$ cat config.mk
export PLATFORM = sky130hd
export DESIGN_NAME = alu_8bit
export DESIGN_NICKNAME = d
export VERILOG_FILES = /design/src/rtl/alu_8bit.sv
export SDC_FILE = /design/constraint.sdc
export NUM_CORES = 1
export LEC_CHECK = 0
export ABC_CLOCK_PERIOD_IN_PS = 1590
export CAP_MARGIN = 5
export CORE_ASPECT_RATIO = 1.2
export CORE_MARGIN = 2
export CORE_UTILIZATION = 50
export DETAILED_ROUTE_END_ITERATION = 6
export PLACE_DENSITY = 0.74
export SYNTH_ARGS = -nofsm -noshare
export SYNTH_HDL_FRONTEND = slang
export SYNTH_SLANG_ARGS = --single-unit
$ cat constraint.sdc
create_clock -name clk -period 1.59 [get_ports clk]
set_clock_uncertainty 0.1 [all_clocks]
set_input_delay 0.3975 -clock clk [delete_from_list [all_inputs] [get_ports clk]]
set_output_delay 0.3975 -clock clk [all_outputs]
set_load 0.05 [all_outputs]
$ cat src/rtl/alu_8bit.sv
// alu_8bit: 8-bit, 16-operation ALU with registered result and carry flag.
// Operands and opcode are sampled on every rising clock edge, and the result
// appears one cycle later. The datapath is purely combinational up to the
// output registers. Reset is asynchronous and active-low.
module alu_8bit (
  input  logic       clk,
  input  logic       rst_n,
  input  logic [7:0] A,
  input  logic [7:0] B,
  input  logic [3:0] ALU_Sel,
  output logic [7:0] ALU_Out,
  output logic       CarryOut
);

  typedef enum logic [3:0] {
    OP_ADD  = 4'd0,
    OP_SUB  = 4'd1,
    OP_MUL  = 4'd2,
    OP_DIV  = 4'd3,
    OP_SHL  = 4'd4,
    OP_SHR  = 4'd5,
    OP_ROL  = 4'd6,
    OP_ROR  = 4'd7,
    OP_AND  = 4'd8,
    OP_OR   = 4'd9,
    OP_XOR  = 4'd10,
    OP_NOR  = 4'd11,
    OP_NAND = 4'd12,
    OP_XNOR = 4'd13,
    OP_GT   = 4'd14,
    OP_EQ   = 4'd15
  } op_t;

  op_t        op;
  logic [8:0] sum;
  logic [7:0] result;

  assign op  = op_t'(ALU_Sel);

  // The carry is always the carry of A+B, whatever the opcode.
  assign sum = {1'b0, A} + {1'b0, B};

  // Select the result of the requested operation.
  always_comb begin
    result = '0;
    case (op)
      OP_ADD:  result = sum[7:0];
      OP_SUB:  result = A - B;
      OP_MUL:  result = A * B;
      OP_DIV:  result = (B == 8'h00) ? 8'hFF : A / B;
      OP_SHL:  result = {A[6:0], 1'b0};
      OP_SHR:  result = {1'b0, A[7:1]};
      OP_ROL:  result = {A[6:0], A[7]};
      OP_ROR:  result = {A[0], A[7:1]};
      OP_AND:  result = A & B;
      OP_OR:   result = A | B;
      OP_XOR:  result = A ^ B;
      OP_NOR:  result = ~(A | B);
      OP_NAND: result = ~(A & B);
      OP_XNOR: result = ~(A ^ B);
      OP_GT:   result = (A > B) ? 8'h01 : 8'h00;
      OP_EQ:   result = (A == B) ? 8'h01 : 8'h00;
      default: result = '0;
    endcase
  end

  // Output registers, cleared asynchronously by reset.
  always_ff @(posedge clk or negedge rst_n) begin
    if (!rst_n) begin
      ALU_Out  <= '0;
      CarryOut <= 1'b0;
    end else begin
      ALU_Out  <= result;
      CarryOut <= sum[8];
    end
  end

endmodule

==> impl_metrics.yaml, run 1 <==
setup_path:
  slowest_stage: "ha_2"
  critical_path_class: "input pin to register"
  worstPathArrival_ps: 10370
  startpoint_type: "input pin"
  cp_slowest_stage_delay_ps: 370
  crit_path_end_kind: "register"
  required_ps: 1610
  cp_max_fo: 6
power_and_ir_drop:
  vdd_drop_max_mv: 0.415
  powerDensity_nw_per_um2: 606
  power.leakage_nw: 3.37
route:
  vias_per_cell: 6.89
  route.detailed.wl_per_inst_um: 26.0
  wirelength_um: 23600
  dr.pass1.iters: 7
  ant_nets: 0
  drtIter0Drc: 1004
  drc: 115
  num_vias: 6240
logic_synthesis:
  ys_seq_area_share_pct: 5.35
  yosys_warnings: 0
  synth_edf_count: 0
  synthCells: 565
  synth_ff_type: "dfrtp_1"
  synth-seq-cells: 9
  synth.distinct_cells: 60
  syn_nets: 680
  ys_async_sr_fraction_pct: 100
  syn_area_per_cell_um2: 7.45
  netlist_area_um2: 4210
cts:
  h-tree-depth: 1
  cts_tree: "built"
  cts_buffer_depth: 2
  cts_sinks: 9
  ctsHoldBuffers: 0
  clkTransAtPathRegs_ps: 50
  root_buffer: "clkbuf_8"
  numCtsBuffers: 3
placed_design:
  port_buffers: 30
  hpwlAfterDp_um: 12700
  place_congestion: 0.987
cells_and_area:
  multi_input_area_um2: 4490
  fill_cells: 324
  layout-drive-gt1-share_pct: 48.0
  nNetsFinal: 907
  syn2layout_area_growth_pct: 73.2
  final-seq-area_um2: 225
timing:
  fmaxAchievable_ghz: 0.0966
  tns_ps: -38950
  whs_ps: 366
  hold_viol_final: 0
  drv_slew: 0
  period_share_pct: 651
  worst_pin_slew_ps: 664
  timing.slew.headroom_pct: 55.3
  rsz0062_at_grt: "yes"
  setup_violations: 9
  period_minus_slack_ps: 10350
  setup_ws_ps: -8760
hold_path:
  worstHoldPathType: "input pin to asynchronous set/reset pin"
global_routing:
  grt_util_met3_pct: 8.89
  grt_max_degree: 23
  grt_remaining_overflow: 0
  grt_pass1_wl_um: 29700
  busiest_layer: "met2"
  grt_usage_pct: 41.5
  met2_usage_pct: 69.7
  grt_pass1_vias: 6065
  antenna_found_initial: 1
  grt_util_met1_pct: 43.7
status:
  violations: "design-rule violations, negative setup slack"
  outcome: "finished with violations"
die:
  core_um2: 8150
  ios: 31
  initial_core_util_pct: 51.6
  die_h_um: 105
  std_cell_rows: 36
  die_x_um: 87.8
  die_area_um2: 9170
flow_run:
  cap_violations: 0
critical path, delay by kind of cell:
family / cells / cell delay, ps
compound gates: 22 / 4090
simple gates: 10 / 1820
fa+ha+maj: 7 / 1750
buf+inv: 9 / 1340
mux: 3 / 890
xor+xnor: 1 / 90
area by class of cell:
cell class | count | share of cell area, %
Clock inverter | 1 | 0.0686
Antenna cell | 1 | 0.0343
Timing Repair Buffer | 247 | 29.7
Multi-Input combinational cell | 477 | 61.6
Tap cell | 114 | 1.96
Sequential cell | 9 | 3.09
Inverter | 54 | 2.93
Clock buffer | 3 | 0.566
kinds of logic after synthesis:
family                     count (synthesis)  share of synthesized area [%]
AOI/OAI and AO/OA                        160                           24.9
muxes                                     22                           5.95
and+or+nand+nor                          162                           18.1
buffers and inverters                     79                           7.22
xor gates and xnor gates                  40                           8.32
adders and majority gates                 93                           30.1
DFF                                        9                           5.35
report_power, final:
| part | total, mW | switching (mW) | internal (mW) |
|---|---|---|---|
| sequential | 0.298 | 0.0321 | 0.266 |
| combinational | 3.85 | 2.00 | 1.84 |
| clock | 0.279 | 0.107 | 0.172 |
synthesized netlist by cell type, drive strengths merged, types with 7 or more instances:
master   n  area, µm²
mux2    15        180
o22ai    7       43.8
dfrtp    9        225
nand3    8       40.0
a21o     9       67.6
nor2b    8       50.1
o21a     9       67.6
nor3    11       55.1
inv     53        199
o21ai   36        180
ha      79        988
mux2i    7       70.1
a21oi   46        230
xor2    16        140
clkbuf  21       78.8
a211oi   7       65.1
nor2    62        233
fa      14        280
nand2   37        139
xnor2   24        210
per-layer routing:
layer	vias to the layer above	wire, µm	share of wire [%]
li1	2463	-	-
met1	2791	7480	32
met2	651	10300	44
met3	335	2880	12
met4	0	2890	12
met5	-	0	0
per-stage QoR:
step / utilization [%] / setup slack (ps) / cell area [µm²] / power, mW / instances
after floorplan: - / -7710 / 4450 / 1.99 / 565
after global placement: 75.3 / -8310 / 6140 / 3.01 / 853
after detailed placement: 75.3 / -8850 / 6140 / 3.10 / 853
after CTS: 84.6 / -8040 / 6900 / 3.72 / 895
after global routing: 89.4 / -8910 / 7290 / 4.59 / 906
final: 89.4 / -8760 / 7290 / 4.42 / 906
repair_timing:
action,CTS,global route
pin swaps,47,48
buffers inserted,39,22
setup endpoints to repair,9,9
gates resized for setup,125,81
flip-flops by register name (all words and copies together) (netlist names):
name	flops
ALU_Out	8
CarryOut	1
cell usage in the layout (no fill, tap or decap), types with 8 or more instances in the layout:
cell,instances
nor3_1,9
a21oi_1,28
nor2_2,9
mux2_4,9
nor2_1,49
ha_4,26
nand3_1,8
buf_4,186
buf_12,12
o21a_1,9
buf_6,30
xor2_1,15
fa_1,11
dfrtp_1,9
ha_1,49
o21ai_0,25
a21oi_2,12
inv_1,40
nand2_1,32
a21o_1,9
inv_2,10
xnor2_1,20
final timing paths:
check / cells after the start / startpoint / to
worst min-delay path: 1 / rst_n / ALU_Out[7]
max in group asynchronous: 1 / rst_n / ALU_Out[1]
min in group clk: 5 / B[7] / CarryOut
worst max-delay path: 52 / B[7] / ALU_Out[0]
(Power assumes the default switching activity.)
==> run 2, diff against run 1 <==
--- a/config.mk
+++ b/config.mk
@@ -10,6 +10,7 @@
 export CORE_ASPECT_RATIO = 1.2
 export CORE_MARGIN = 2
 export CORE_UTILIZATION = 50
+export CTS_BUF_LIST = sky130_fd_sc_hd__clkbuf_4 sky130_fd_sc_hd__clkbuf_8
 export DETAILED_ROUTE_END_ITERATION = 6
 export PLACE_DENSITY = 0.74
 export SYNTH_ARGS = -nofsm -noshare
==> results of run 2 <==
Final layout, timing and power as in run 1 (identical DEF).
